[config.mk]
export PLATFORM = sky130hd
export DESIGN_NAME = bullet_pool_flat
export DESIGN_NICKNAME = d
export VERILOG_FILES = /design/src/rtl/bullet_pool_if.sv /design/src/rtl/bullet_pool.sv /design/src/flat_wrapper.sv
export SDC_FILE = /design/constraint.sdc
export NUM_CORES = 1
export LEC_CHECK = 0
export CAP_MARGIN = 0
export CORE_MARGIN = 3
export CORE_UTILIZATION = 45
export CTS_BUF_LIST = sky130_fd_sc_hd__clkbuf_4
export DETAILED_ROUTE_END_ITERATION = 6
export PLACE_DENSITY = 0.74
export SKIP_CTS_REPAIR_TIMING = 1
export SLEW_MARGIN = 20
export SYNTH_ARGS = -nofsm -noshare
export SYNTH_HDL_FRONTEND = slang
export SYNTH_SLANG_ARGS = --single-unit
[constraint.sdc]
create_clock -name clk -period 3 [get_ports clk]
set_input_delay 0.6 -clock clk [delete_from_list [all_inputs] [get_ports clk]]
set_output_delay 0.6 -clock clk [all_outputs]
set_load 0.02 [all_outputs]
[src/rtl/bullet_pool_if.sv]
// Pixel stream from bullet_pool to the VGA plotter.
// Fields are held until plot_en && plot_ready.
interface bullet_pool_if #(
  parameter int X_W = 8,
  parameter int Y_W = 7
);
  logic [X_W-1:0] plot_x;
  logic [Y_W-1:0] plot_y;
  logic [2:0]     plot_colour;
  logic           plot_en;
  logic           plot_ready;

  modport master (
    output plot_x,
    output plot_y,
    output plot_colour,
    output plot_en,
    input  plot_ready
  );

  modport slave (
    input  plot_x,
    input  plot_y,
    input  plot_colour,
    input  plot_en,
    output plot_ready
  );
endinterface

[src/rtl/bullet_pool.sv]
// Player bullet manager: spawns, moves and retires bullet slots,
// serialising every erase/draw pixel onto the plotter handshake.
module bullet_pool #(
  parameter int NUM_BULLETS = 4,
  parameter int X_W         = 8,
  parameter int Y_W         = 7,
  parameter int START_Y     = 105,
  parameter int STEP        = 5,
  parameter int COOLDOWN    = 3,
  localparam int IDX_W =
    (NUM_BULLETS > 1) ? $clog2(NUM_BULLETS) : 1
) (
  input  logic                     clk,
  input  logic                     reset,
  input  logic                     fire,
  input  logic [X_W-1:0]           xin,
  input  logic                     frame_tick,
  input  logic                     hit_valid,
  input  logic [IDX_W-1:0]         hit_idx,
  bullet_pool_if.master            plot,
  output logic [NUM_BULLETS-1:0]   active_mask,
  output logic [NUM_BULLETS*X_W-1:0] bullet_x,
  output logic [NUM_BULLETS*Y_W-1:0] bullet_y,
  output logic                     busy,
  output logic                     tick_missed
);
  localparam int CW =
    (COOLDOWN > 0) ? $clog2(COOLDOWN + 1) : 1;
  localparam int AW = 2 ** IDX_W;

  typedef enum logic [2:0] {
    S_IDLE,
    S_SPAWN,
    S_ERASE,
    S_DRAW,
    S_NEXT
  } state_t;

  state_t                 r_state;
  state_t                 w_nstate;
  logic [IDX_W-1:0]       r_idx;
  logic [NUM_BULLETS-1:0] r_active;
  logic [NUM_BULLETS-1:0] r_kill;
  logic [X_W-1:0]         r_x [NUM_BULLETS];
  logic [Y_W-1:0]         r_y [NUM_BULLETS];
  logic                   r_pend;
  logic [CW-1:0]          r_cool;

  logic [IDX_W-1:0] w_free;
  logic             w_free_ok;
  logic             w_fire;
  logic             w_spawn;
  logic             w_accept;
  logic             w_cur_act;
  logic             w_kill_now;
  logic             w_retire;
  logic             w_last;
  logic             w_hit_ok;
  logic [AW-1:0]    w_act_ext;
  logic [X_W-1:0]   w_px;
  logic [Y_W-1:0]   w_py;
  logic [2:0]       w_pc;
  logic             w_pen;

  always_comb begin
    w_free    = '0;
    w_free_ok = 1'b0;
    for (int i = NUM_BULLETS - 1; i >= 0; i--) begin
      if (!r_active[i]) begin
        w_free    = IDX_W'(i);
        w_free_ok = 1'b1;
      end
    end
  end

  assign w_act_ext  = AW'(r_active);
  assign w_hit_ok   = hit_valid && w_act_ext[hit_idx];
  assign w_fire     = fire || r_pend;
  assign w_spawn    = w_fire && w_free_ok &&
                      (r_cool == '0);
  assign w_accept   = w_pen && plot.plot_ready;
  assign w_cur_act  = r_active[r_idx];
  // A hit landing in the erase cycle still retires the slot.
  assign w_kill_now = r_kill[r_idx] ||
                      (hit_valid && hit_idx == r_idx);
  assign w_retire   = w_kill_now ||
                      (r_y[r_idx] < Y_W'(STEP));
  assign w_last     = (r_idx == IDX_W'(NUM_BULLETS - 1));

  always_ff @(posedge clk or negedge reset) begin
    if (!reset) r_state <= S_IDLE;
    else        r_state <= w_nstate;
  end

  always_comb begin
    w_nstate = r_state;
    w_pen    = 1'b0;
    w_px     = '0;
    w_py     = '0;
    w_pc     = 3'b000;
    unique case (r_state)
      S_IDLE: begin
        if (frame_tick)   w_nstate = S_ERASE;
        else if (w_spawn) w_nstate = S_SPAWN;
      end
      S_SPAWN: begin
        w_pen = 1'b1;
        w_px  = r_x[r_idx];
        w_py  = r_y[r_idx];
        w_pc  = 3'b111;
        if (plot.plot_ready) w_nstate = S_IDLE;
      end
      S_ERASE: begin
        if (w_cur_act) begin
          w_pen = 1'b1;
          w_px  = r_x[r_idx];
          w_py  = r_y[r_idx];
          if (plot.plot_ready)
            w_nstate = w_retire ? S_NEXT : S_DRAW;
        end else begin
          w_nstate = S_NEXT;
        end
      end
      S_DRAW: begin
        w_pen = 1'b1;
        w_px  = r_x[r_idx];
        w_py  = r_y[r_idx];
        w_pc  = 3'b111;
        if (plot.plot_ready) w_nstate = S_NEXT;
      end
      S_NEXT: begin
        w_nstate = w_last ? S_IDLE : S_ERASE;
      end
      default: w_nstate = S_IDLE;
    endcase
  end

  always_ff @(posedge clk or negedge reset) begin
    if (!reset) begin
      r_idx    <= '0;
      r_active <= '0;
      r_kill   <= '0;
      r_pend   <= 1'b0;
      r_cool   <= '0;
      for (int i = 0; i < NUM_BULLETS; i++) begin
        r_x[i] <= '0;
        r_y[i] <= Y_W'(START_Y);
      end
    end else begin
      if (fire)     r_pend <= 1'b1;
      if (w_hit_ok) r_kill[hit_idx] <= 1'b1;
      unique case (r_state)
        S_IDLE: begin
          if (frame_tick) begin
            r_idx <= '0;
          end else if (w_fire) begin
            r_pend <= 1'b0;
            if (w_spawn) begin
              r_idx            <= w_free;
              r_x[w_free]      <= xin;
              r_y[w_free]      <= Y_W'(START_Y);
              r_active[w_free] <= 1'b1;
              r_cool           <= CW'(COOLDOWN);
            end
          end
        end
        S_ERASE: begin
          if (w_cur_act && w_accept) begin
            if (w_retire) begin
              r_active[r_idx] <= 1'b0;
              r_kill[r_idx]   <= 1'b0;
            end else begin
              r_y[r_idx] <= r_y[r_idx] - Y_W'(STEP);
            end
          end
        end
        S_NEXT: begin
          if (w_last) begin
            if (r_cool != '0) r_cool <= r_cool - CW'(1);
          end else begin
            r_idx <= r_idx + IDX_W'(1);
          end
        end
        default: ;
      endcase
    end
  end

  assign plot.plot_x      = w_px;
  assign plot.plot_y      = w_py;
  assign plot.plot_colour = w_pc;
  assign plot.plot_en     = w_pen;

  for (genvar g = 0; g < NUM_BULLETS; g++) begin : g_pack
    assign bullet_x[g*X_W +: X_W] = r_x[g];
    assign bullet_y[g*Y_W +: Y_W] = r_y[g];
  end

  assign active_mask = r_active;
  assign busy        = (r_state != S_IDLE);
  assign tick_missed = frame_tick && (r_state != S_IDLE);
endmodule

[src/flat_wrapper.sv]
// flat-port wrapper written by rule: the top's interface ports become plain ports
module bullet_pool_flat 
#(
  parameter int NUM_BULLETS = 4,
  parameter int X_W         = 8,
  parameter int Y_W         = 7,
  parameter int START_Y     = 105,
  parameter int STEP        = 5,
  parameter int COOLDOWN    = 3,
  localparam int IDX_W =
    (NUM_BULLETS > 1) ? $clog2(NUM_BULLETS) : 1
)
  (clk, reset, fire, xin, frame_tick, hit_valid, hit_idx, active_mask, bullet_x, bullet_y, busy, tick_missed, plot_plot_x, plot_plot_y, plot_plot_colour, plot_plot_en, plot_plot_ready);
  bullet_pool_if #(.X_W(X_W), .Y_W(Y_W)) plot_i ();
  input  logic clk;
  input  logic reset;
  input  logic fire;
  input  logic [X_W-1:0] xin;
  input  logic frame_tick;
  input  logic hit_valid;
  input  logic [IDX_W-1:0] hit_idx;
  output logic [NUM_BULLETS-1:0] active_mask;
  output logic [NUM_BULLETS*X_W-1:0] bullet_x;
  output logic [NUM_BULLETS*Y_W-1:0] bullet_y;
  output logic busy;
  output logic tick_missed;
  output wire logic [$bits(plot_i.plot_x)-1:0] plot_plot_x;
  output wire logic [$bits(plot_i.plot_y)-1:0] plot_plot_y;
  output wire logic [$bits(plot_i.plot_colour)-1:0] plot_plot_colour;
  output wire logic [$bits(plot_i.plot_en)-1:0] plot_plot_en;
  input wire logic [$bits(plot_i.plot_ready)-1:0] plot_plot_ready;
  assign plot_plot_x = plot_i.plot_x;
  assign plot_plot_y = plot_i.plot_y;
  assign plot_plot_colour = plot_i.plot_colour;
  assign plot_plot_en = plot_i.plot_en;
  assign plot_i.plot_ready = plot_plot_ready;
  bullet_pool #(.NUM_BULLETS(NUM_BULLETS), .X_W(X_W), .Y_W(Y_W), .START_Y(START_Y), .STEP(STEP), .COOLDOWN(COOLDOWN)) u_core (.clk(clk), .reset(reset), .fire(fire), .xin(xin), .frame_tick(frame_tick), .hit_valid(hit_valid), .hit_idx(hit_idx), .plot(plot_i), .active_mask(active_mask), .bullet_x(bullet_x), .bullet_y(bullet_y), .busy(busy), .tick_missed(tick_missed));
endmodule
==> flow_summary.ini <==
[status]
outcome = finished clean

[yosys]
ys_warn_count = 0
synth-seq-cells = 76
synthTopCellsByArea = dfrtp_1, dfstp_2, mux4_2, mux2_2, nor2b_1
yosysSeqAreaShare_pct = 47.6
synth_top_area_share_pct = 37.2
synth_area_um2 = 4040
synthCells = 337
synth-edff-count = 0
yosys.area.top_type = dfrtp_1
yosysUniqueCellTypes = 53
ys.flop_type = dfrtp_1
synth_nets = 359
syn_area_per_cell_um2 = 12.0
synth-async-reset-ratio_pct = 100

[sta]
max-slew-margin-rel_pct = 53.1
finalMaxSlewViolations = 0
clock-skew-final_ns = 0.0127
fmax_ghz = 0.349
hold_viol_final = 0
timing.final.ws_setup_ns = 0.136
min_period_over_period_pct = 95.5
tightest_slew_ns = 0.703
period_needed_ns = 2.86
rsz0062_at_grt = no
setup_violations = 0

[placed_design]
gp_congestion = 0.880
port_buffers = 100
hpwl_mm = 7.99
pre_cts_ws_ns = 0.287
dp_cells = 542

[global_route]
overflow = 0
grt_max_degree = 49
grt_pass1_vias = 3369
grt_first_pass_wirelength_mm = 17.7
grtUsageTotal_pct = 22.5
antenna_found_initial = 0

[floorplan]
row_count = 33
fp.coreArea_um2 = 8460
dieHeight_um = 101
ioPinCount = 101
die_area_um2 = 10100
die_w_um = 101
initial_utilization_pct = 47.7

[critical_path]
path_cells = mux4_2 -> a21oi_1 -> buf_6 -> buf_4 -> nor2b_1 -> dlymetal6s2s_1
cpLargestDelayFamily = multiplexers
crit_buf_inv = 3
cp-endpoint = plot_plot_x[4]
cp-startpoint = u_core.r_idx[0]
arrival_ns = 2.26
worstPathMaxFanout = 9
slowest_stage = mux4_2
endpoint_kind = output port
critPathRequiredTime_ns = 2.40
r2r-end = u_core.bullet_y[7]
start_kind = register
cp.depth = 6
rr_startpoint = u_core.r_idx[0]
r2r_slack_ns = 0.52
critPathKind = reg -> out
cpPeakStageDelay_ns = 0.58
rr_worst_depth = 6

[clock_tree]
htree_levels = 3
clock-root-buffer = clkbuf_4
clock_latency_ns = 0.43
cts_buffer_depth = 2
clkSinkCount = 76
clkTransAtPathRegs_ns = 0.12
cts_buffers = 9
cts_tree = built

[finish]
n_antenna_cell = 0
area_growth_pct = 36.1
final_nets = 475
layout-drive-gt1-share_pct = 25.5
fin_cells = 563

[drt]
ant_nets = 0
routed_via_density = 5.86
wl_per_cell_um = 19.5
dr.pass1.iters = 4
num_vias = 3298
drt-total-wl_mm = 11.0
drt_iter0_markers = 230
drc = 0

[power_and_ir_drop]
ir_drop_mv = 0.425
powerDensity_nw_per_um2 = 1130
leakagePower_nw = 2.52

[hold_path]
hold_class = in -> async

[run]
cap_violations = 0
## how the worst min path moves through the flow
stage | start | end | slack, ns
final | reset | u_core.bullet_y[4] | 0.21
after global routing | reset | u_core.bullet_y[1] | 0.25
after CTS | reset | u_core.bullet_y[1] | 0.22
after detailed placement | u_core.r_cool[0] | u_core.r_cool[0] | 0.48
after global placement | u_core.r_cool[0] | u_core.r_cool[0] | 0.46
after floorplan | reset | u_core.active_mask[0] | 0.30
## cells in the mapped netlist (4+ instances only)
master    instances
a211oi_1         10
a21oi_1          21
a31oi_1           7
and3_1            5
clkbuf_1          7
dfrtp_1          60
dfstp_2          16
ha_1              6
inv_1            13
mux2_2           32
mux4_2           17
nand2_1          14
nand3_1           8
nor2_1           11
nor2b_1          17
o211ai_1          7
o21ai_0          12
o22a_1            8
xnor2_1           6
xor2_1            4
## power breakdown
part / switching [mW] / internal, mW / total (mW)
clock network: 0.374 / 0.433 / 0.807
registers: 0.357 / 1.47 / 1.82
logic: 1.88 / 1.72 / 3.59
## worst register-to-register path: stages, from the launching register on
cell	delay, ns
dfrtp_1	0.43
buf_12	0.21
mux4_2	0.62
nor4_4	0.42
nand2_4	0.20
nand4_1	0.34
o22a_1	0.22
## through the flow
stage	TNS (ns)	total power [mW]	hold slack, ns	utilization, %	cell area (µm²)
after floorplan	0	3.97	0.304	-	4040
after global placement	0	5.28	0.456	61.5	5210
after detailed placement	0	5.35	0.480	61.5	5210
after CTS	-1.42	6.15	0.224	63.8	5400
after global routing	0	6.59	0.253	64.9	5490
final	0	6.22	0.211	64.9	5490
## per-layer routing
layer	vias to the layer above	part of all wire, %	track usage [%]
met4	0	1.0	7.25
met5	-	0	0
met3	13	7.1	4.29
met1	1635	44	31.5
li1	1505	-	-
met2	145	48	35.3
## registers in the layout, summed over array words and instances (netlist names)
name / count
u_core.active_mask: 4
u_core.r_idx: 2
u_core.r_state: 3
u_core.bullet_y: 28
u_core.r_cool: 2
u_core.r_pend: 1
u_core.bullet_x: 32
u_core.r_kill: 4
## placed cells by master (no fill, tap or decap), types with 7 or more instances in the layout
cell	netlist	layout
mux4_2	17	17
dlymetal6s2s_1	0	16
nand3_1	8	8
inv_1	13	13
o211ai_1	7	7
clkbuf_4	0	10
nor2_1	11	10
nor2b_1	17	17
clkdlybuf4s50_1	0	83
nand2_1	14	14
o22a_1	8	8
dfstp_2	16	16
mux2_2	32	32
buf_4	2	18
o21ai_0	12	12
a211oi_1	10	10
a31oi_1	7	7
dfrtp_1	60	60
a21oi_1	21	21
## cell type report
class,instances,area (µm²)
repair buffers,121,1220
fillers,662,2970
clock inverters,6,113
inverters,13,48.8
multi-input cells,232,1980
flip-flops and latches,76,1920
clock buffers,10,75.1
well taps,105,131
## kinds of logic after synthesis
logic type      share of synthesized area [%]
flops                                    47.6
compound gates                           14.0
xor+xnor                                 2.17
fa+ha+maj                                1.86
mux                                      18.7
buf+inv                                  3.35
simple gates                             12.4
No activity file was read; power rests on OpenSTA's default activity.
